===== src/rtl/control_fsm_pkg.sv =====
// Shared encodings for the multicycle control FSM: state codes, opcodes and
// the select/operation codes it drives onto the datapath.
package control_fsm_pkg;

  typedef enum logic [3:0] {
    S_FETCH    = 4'd0,
    S_DECODE   = 4'd1,
    S_MEMADR   = 4'd2,
    S_MEMREAD  = 4'd3,
    S_MEMWB    = 4'd4,
    S_MEMWRITE = 4'd5,
    S_EXECUTER = 4'd6,
    S_ALUWB    = 4'd7,
    S_EXECUTEI = 4'd8,
    S_JAL      = 4'd9,
    S_BEQ      = 4'd10
  } state_e;

  localparam logic [6:0] OP_LW    = 7'b0000011;
  localparam logic [6:0] OP_SW    = 7'b0100011;
  localparam logic [6:0] OP_RTYPE = 7'b0110011;
  localparam logic [6:0] OP_ITYPE = 7'b0010011;
  localparam logic [6:0] OP_JAL   = 7'b1101111;
  localparam logic [6:0] OP_BEQ   = 7'b1100011;

  localparam logic [1:0] ALUOP_ADD   = 2'b00;
  localparam logic [1:0] ALUOP_SUB   = 2'b01;
  localparam logic [1:0] ALUOP_FUNCT = 2'b10;

  localparam logic [1:0] RES_ALUOUT    = 2'b00;
  localparam logic [1:0] RES_DATA      = 2'b01;
  localparam logic [1:0] RES_ALURESULT = 2'b10;

  localparam logic [1:0] SRCA_PC    = 2'b00;
  localparam logic [1:0] SRCA_OLDPC = 2'b01;
  localparam logic [1:0] SRCA_REG   = 2'b10;

  localparam logic [1:0] SRCB_REG  = 2'b00;
  localparam logic [1:0] SRCB_IMM  = 2'b01;
  localparam logic [1:0] SRCB_FOUR = 2'b10;

endpackage


===== src/rtl/control_fsm.sv =====
// Moore control FSM for a multicycle RISC-V datapath. Outputs decode from the
// registered state only; PCWrite alone folds in the ALU Zero flag for branches.
module control_fsm
  import control_fsm_pkg::*;
#(
  parameter int STATE_W = 4
) (
  input  logic               clk,
  input  logic               reset,
  input  logic [6:0]         op,
  input  logic               Zero,
  output logic [1:0]         ALUOp,
  output logic [1:0]         ALUSrcA,
  output logic [1:0]         ALUSrcB,
  output logic [1:0]         ResultSrc,
  output logic               AdrSrc,
  output logic               IRWrite,
  output logic               MemWrite,
  output logic               RegWrite,
  output logic               PCWrite,
  output logic [STATE_W-1:0] state
);

  state_e state_q, state_d;
  logic   pc_update;
  logic   branch;

  always_ff @(posedge clk or posedge reset) begin
    if (reset) state_q <= S_FETCH;
    else       state_q <= state_d;
  end

  // op is only consulted in DECODE and MEMADR; every other state ignores it.
  always_comb begin
    state_d = S_FETCH;
    case (state_q)
      S_FETCH:  state_d = S_DECODE;
      S_DECODE: begin
        case (op)
          OP_LW, OP_SW: state_d = S_MEMADR;
          OP_RTYPE:     state_d = S_EXECUTER;
          OP_ITYPE:     state_d = S_EXECUTEI;
          OP_JAL:       state_d = S_JAL;
          OP_BEQ:       state_d = S_BEQ;
          default:      state_d = S_FETCH;
        endcase
      end
      S_MEMADR:   state_d = (op == OP_LW) ? S_MEMREAD : S_MEMWRITE;
      S_MEMREAD:  state_d = S_MEMWB;
      S_MEMWB:    state_d = S_FETCH;
      S_MEMWRITE: state_d = S_FETCH;
      S_EXECUTER: state_d = S_ALUWB;
      S_EXECUTEI: state_d = S_ALUWB;
      S_JAL:      state_d = S_ALUWB;
      S_ALUWB:    state_d = S_FETCH;
      S_BEQ:      state_d = S_FETCH;
      default:    state_d = S_FETCH;
    endcase
  end

  // Unused state codes fall through to the all-zero defaults.
  always_comb begin
    ALUOp     = ALUOP_ADD;
    ALUSrcA   = SRCA_PC;
    ALUSrcB   = SRCB_REG;
    ResultSrc = RES_ALUOUT;
    AdrSrc    = 1'b0;
    IRWrite   = 1'b0;
    MemWrite  = 1'b0;
    RegWrite  = 1'b0;
    pc_update = 1'b0;
    branch    = 1'b0;
    case (state_q)
      S_FETCH: begin
        IRWrite   = 1'b1;
        pc_update = 1'b1;
        ALUSrcB   = SRCB_FOUR;
        ResultSrc = RES_ALURESULT;
      end
      S_DECODE: begin
        ALUSrcA = SRCA_OLDPC;
        ALUSrcB = SRCB_IMM;
        ALUOp   = ALUOP_ADD;
      end
      S_MEMADR: begin
        ALUSrcA = SRCA_REG;
        ALUSrcB = SRCB_IMM;
      end
      S_MEMREAD: AdrSrc = 1'b1;
      S_MEMWB: begin
        ResultSrc = RES_DATA;
        RegWrite  = 1'b1;
      end
      S_MEMWRITE: begin
        AdrSrc   = 1'b1;
        MemWrite = 1'b1;
      end
      S_EXECUTER: begin
        ALUSrcA = SRCA_REG;
        ALUOp   = ALUOP_FUNCT;
      end
      S_EXECUTEI: begin
        ALUSrcA = SRCA_REG;
        ALUSrcB = SRCB_IMM;
        ALUOp   = ALUOP_FUNCT;
      end
      S_JAL: begin
        ALUSrcA   = SRCA_OLDPC;
        ALUSrcB   = SRCB_FOUR;
        pc_update = 1'b1;
      end
      S_ALUWB: RegWrite = 1'b1;
      S_BEQ: begin
        ALUSrcA = SRCA_REG;
        ALUOp   = ALUOP_SUB;
        branch  = 1'b1;
      end
      default: ;
    endcase
  end

  assign PCWrite = pc_update | (branch & Zero);
  assign state   = STATE_W'(state_q);

endmodule


===== config.mk =====
export PLATFORM = sky130hd
export DESIGN_NAME = control_fsm
export DESIGN_NICKNAME = d
export VERILOG_FILES = /design/src/rtl/control_fsm_pkg.sv /design/src/rtl/control_fsm.sv
export SDC_FILE = /design/constraint.sdc
export NUM_CORES = 1
export LEC_CHECK = 0
export ABC_AREA = 1
export BUFFER_PORTS_ARGS = -buffer_cell sky130_fd_sc_hd__buf_2
export CELL_PAD_IN_SITES_DETAIL_PLACEMENT = 0
export CELL_PAD_IN_SITES_GLOBAL_PLACEMENT = 1
export CORE_UTILIZATION = 28
export DETAILED_ROUTE_END_ITERATION = 16
export GPL_ROUTABILITY_DRIVEN = 0
export PLACE_DENSITY_LB_ADDON = 0.2
export SYNTH_ARGS = -nofsm -noshare
export SYNTH_HDL_FRONTEND = slang
export SYNTH_SLANG_ARGS = --single-unit

===== constraint.sdc =====
create_clock -name clk -period 1.78 [get_ports clk]
set_input_delay 0.356 -clock clk [delete_from_list [all_inputs] [get_ports clk]]
set_output_delay 0.356 -clock clk [all_outputs]
set_load 0.05 [all_outputs]

==> flow_summary.json <==
{
  "synth_seq_cells": 4,
  "tns_ps": 0,
  "grt_max_degree": 7,
  "max_freq_ghz": 0.586,
  "yosysSeqAreaShare_pct": 20.9,
  "fp-row-count": 14,
  "slew_violations": 0,
  "drt_iter0_markers": 14,
  "largest_reg_flops": 4,
  "drtAntennaViolNets": 0,
  "cts.sinks": 4,
  "relSlewSlack_pct": 83.3,
  "worstSetupEndpointType": "output port",
  "syn_nets": 92,
  "cts-root-buf": "clkbuf_4",
  "numCtsBuffers": 3,
  "place_hpwl_um": 998,
  "drc_errors": 0,
  "netlist_top_cells_area": "dfrtp_1 21%, nand2_1 16%, inv_1 13%, nor2_1 9.4%, nor2_2 6.5%",
  "crit_path_start_kind": "flip-flop",
  "yosysUniqueCellTypes": 19,
  "worstPathArrival_ps": 1350,
  "via_per_inst": 4.50,
  "drtPass1Iterations": 4,
  "grtUsageTotal_pct": 14.3,
  "clk_latency_ps": 240,
  "synthArstFlopShare_pct": 100,
  "yosys.area.top_type": "dfrtp_1",
  "coreArea_um2": 1540,
  "setup_violations": 0,
  "fin_crit_ps": 1710,
  "nNetsFinal": 125,
  "p_per_area_nw_per_um2": 1450,
  "drive_above_1_share_pct": 53.1,
  "synth_edf_count": 0,
  "power_leakage_nw": 0.409,
  "drt_wl_total_mm": 1.22,
  "syn_area_per_cell_um2": 5.83,
  "first_global_vias": 521,
  "rsz0062_at_grt": "true",
  "ys.warnings.count": 0,
  "start_util_pct": 31.0,
  "r2r_setup_slack_ps": 600,
  "syn2layout_area_growth_pct": 51.6,
  "yosysMostFrequentCell": "nand2_1",
  "crit_fanout": 6,
  "cts_tree": "done",
  "hold_viol_final": 0,
  "num_vias": 580,
  "htreeDepth": 1,
  "io_pins": 27,
  "syn_area_um2": 478,
  "die_x_um": 43.3,
  "path_clk_slew_ps": 30,
  "netlist_top_cells_count": "21 x nand2_1, 16 x inv_1, 12 x nor2_1",
  "peakVddDrop_mv": 0.513,
  "maxCapViolCount": 0,
  "worst_pin_slew_ps": 253,
  "grt-ovfl-total": 0,
  "grt_pass1_wl_mm": 2.04,
  "fp.dieArea_um2": 1880,
  "ys.flop_type": "dfrtp_1",
  "period_share_pct": 95.9,
  "synthCells": 82,
  "n_antenna_cell": 0,
  "io_buffers": 26,
  "critPathKind": "reg -> out",
  "synth_top_area_share_pct": 20.9,
  "hold_class": "in -> reg",
  "hold_ws_ps": 490,
  "antenna_found_initial": 0,
  "clockBufferDepth": 2,
  "fin_skew_ps": 10.1,
  "status": "finished, final reports clean",
  "die_y_um": 43.3,
  "required_ps": 1420,
  "wire_per_inst_um": 9.49
}
area by class of cell:
class | instances | area (um^2)
clock buffers | 3 | 22.5
fillers | 154 | 817
inverters | 18 | 71.3
multi-input cells | 59 | 338
flip-flops and latches | 4 | 105
well taps | 16 | 20.0
repair buffers | 29 | 168
cells by family after synthesis:
kind of cell	count (synthesis)	share of synthesized area, %
AO/OA/AOI/OAI	7	9.95
buffers and inverters	19	15.7
flip-flops	4	20.9
AND/OR/NAND/NOR	52	53.4
worst max-delay path, cell delays in order (launching register included):
cell and delay [ps]:
dfrtp_2 440, nor2_2 200, inv_1 100, a21oi_2 110, buf_2 260
layout by cell type, fill, tap and decap left out, types with 2 or more instances in the layout:
master and instances:
inv_1 13, buf_4 4, nor2_1 9, nand2_1 20, nor2_2 6, inv_2 4, nor2_4 3, buf_2 21
nand3_2 3, dfrtp_2 4, clkbuf_4 6, a21oi_1 2, nand2_2 4, nand3_1 4
power breakdown:
group | switching, mW | total [mW] | leakage, nW | internal (mW)
combinational | 0.578 | 0.797 | 0.348 | 0.218
clock | 0.0389 | 0.114 | 0.0138 | 0.0756
sequential | 0.0314 | 0.142 | 0.0476 | 0.111
total | 0.649 | 1.05 | 0.409 | 0.404
routing by layer:
| layer | routed length (um) | up-vias | track usage [%] |
|---|---|---|---|
| met5 | 0 | - | 0 |
| met4 | 0 | 0 | 5.45 |
| met3 | 60 | 0 | 2.55 |
| met2 | 616 | 23 | 25.4 |
| met1 | 547 | 245 | 17.1 |
| li1 | - | 312 | - |
metrics by stage:
stage                     setup WS, ps  power [mW]  cell area, um^2  instances  util (%)
after floorplan                   -150       0.787              522         82         -
after global placement             174       0.885              657        123      42.6
after detailed placement           179       0.883              657        123      42.6
after CTS                         10.1        1.02              694        127      45.0
after global routing             -13.9        1.12              724        129      47.0
final                             72.9        1.05              724        129      47.0
worst paths after layout:
| kind | startpoint | to | depth (start not counted) |
|---|---|---|---|
| max | state[0]$_DFF_PP0_ | RegWrite | 4 |
| min | op[6] | state[3]$_DFF_PP0_ | 4 |
| max reg2reg | state[1]$_DFF_PP0_ | state[0]$_DFF_PP0_ | 8 |
| min reg2reg | state[0]$_DFF_PP0_ | state[0]$_DFF_PP0_ | 4 |
| max in group asynchronous | reset | state[0]$_DFF_PP0_ | 3 |
| min in group asynchronous | reset | state[2]$_DFF_PP0_ | 3 |
what timing repair did:
action                                  in CTS  in global routing
hold buffers                                 1                  0
endpoints found under the hold margin        2                  0
gates resized for setup                      2                  6
buffers inserted                             0                  2
pin swaps                                    0                  1
endpoints found under the setup margin       7                  5
Power figures use the tool's default switching activity.
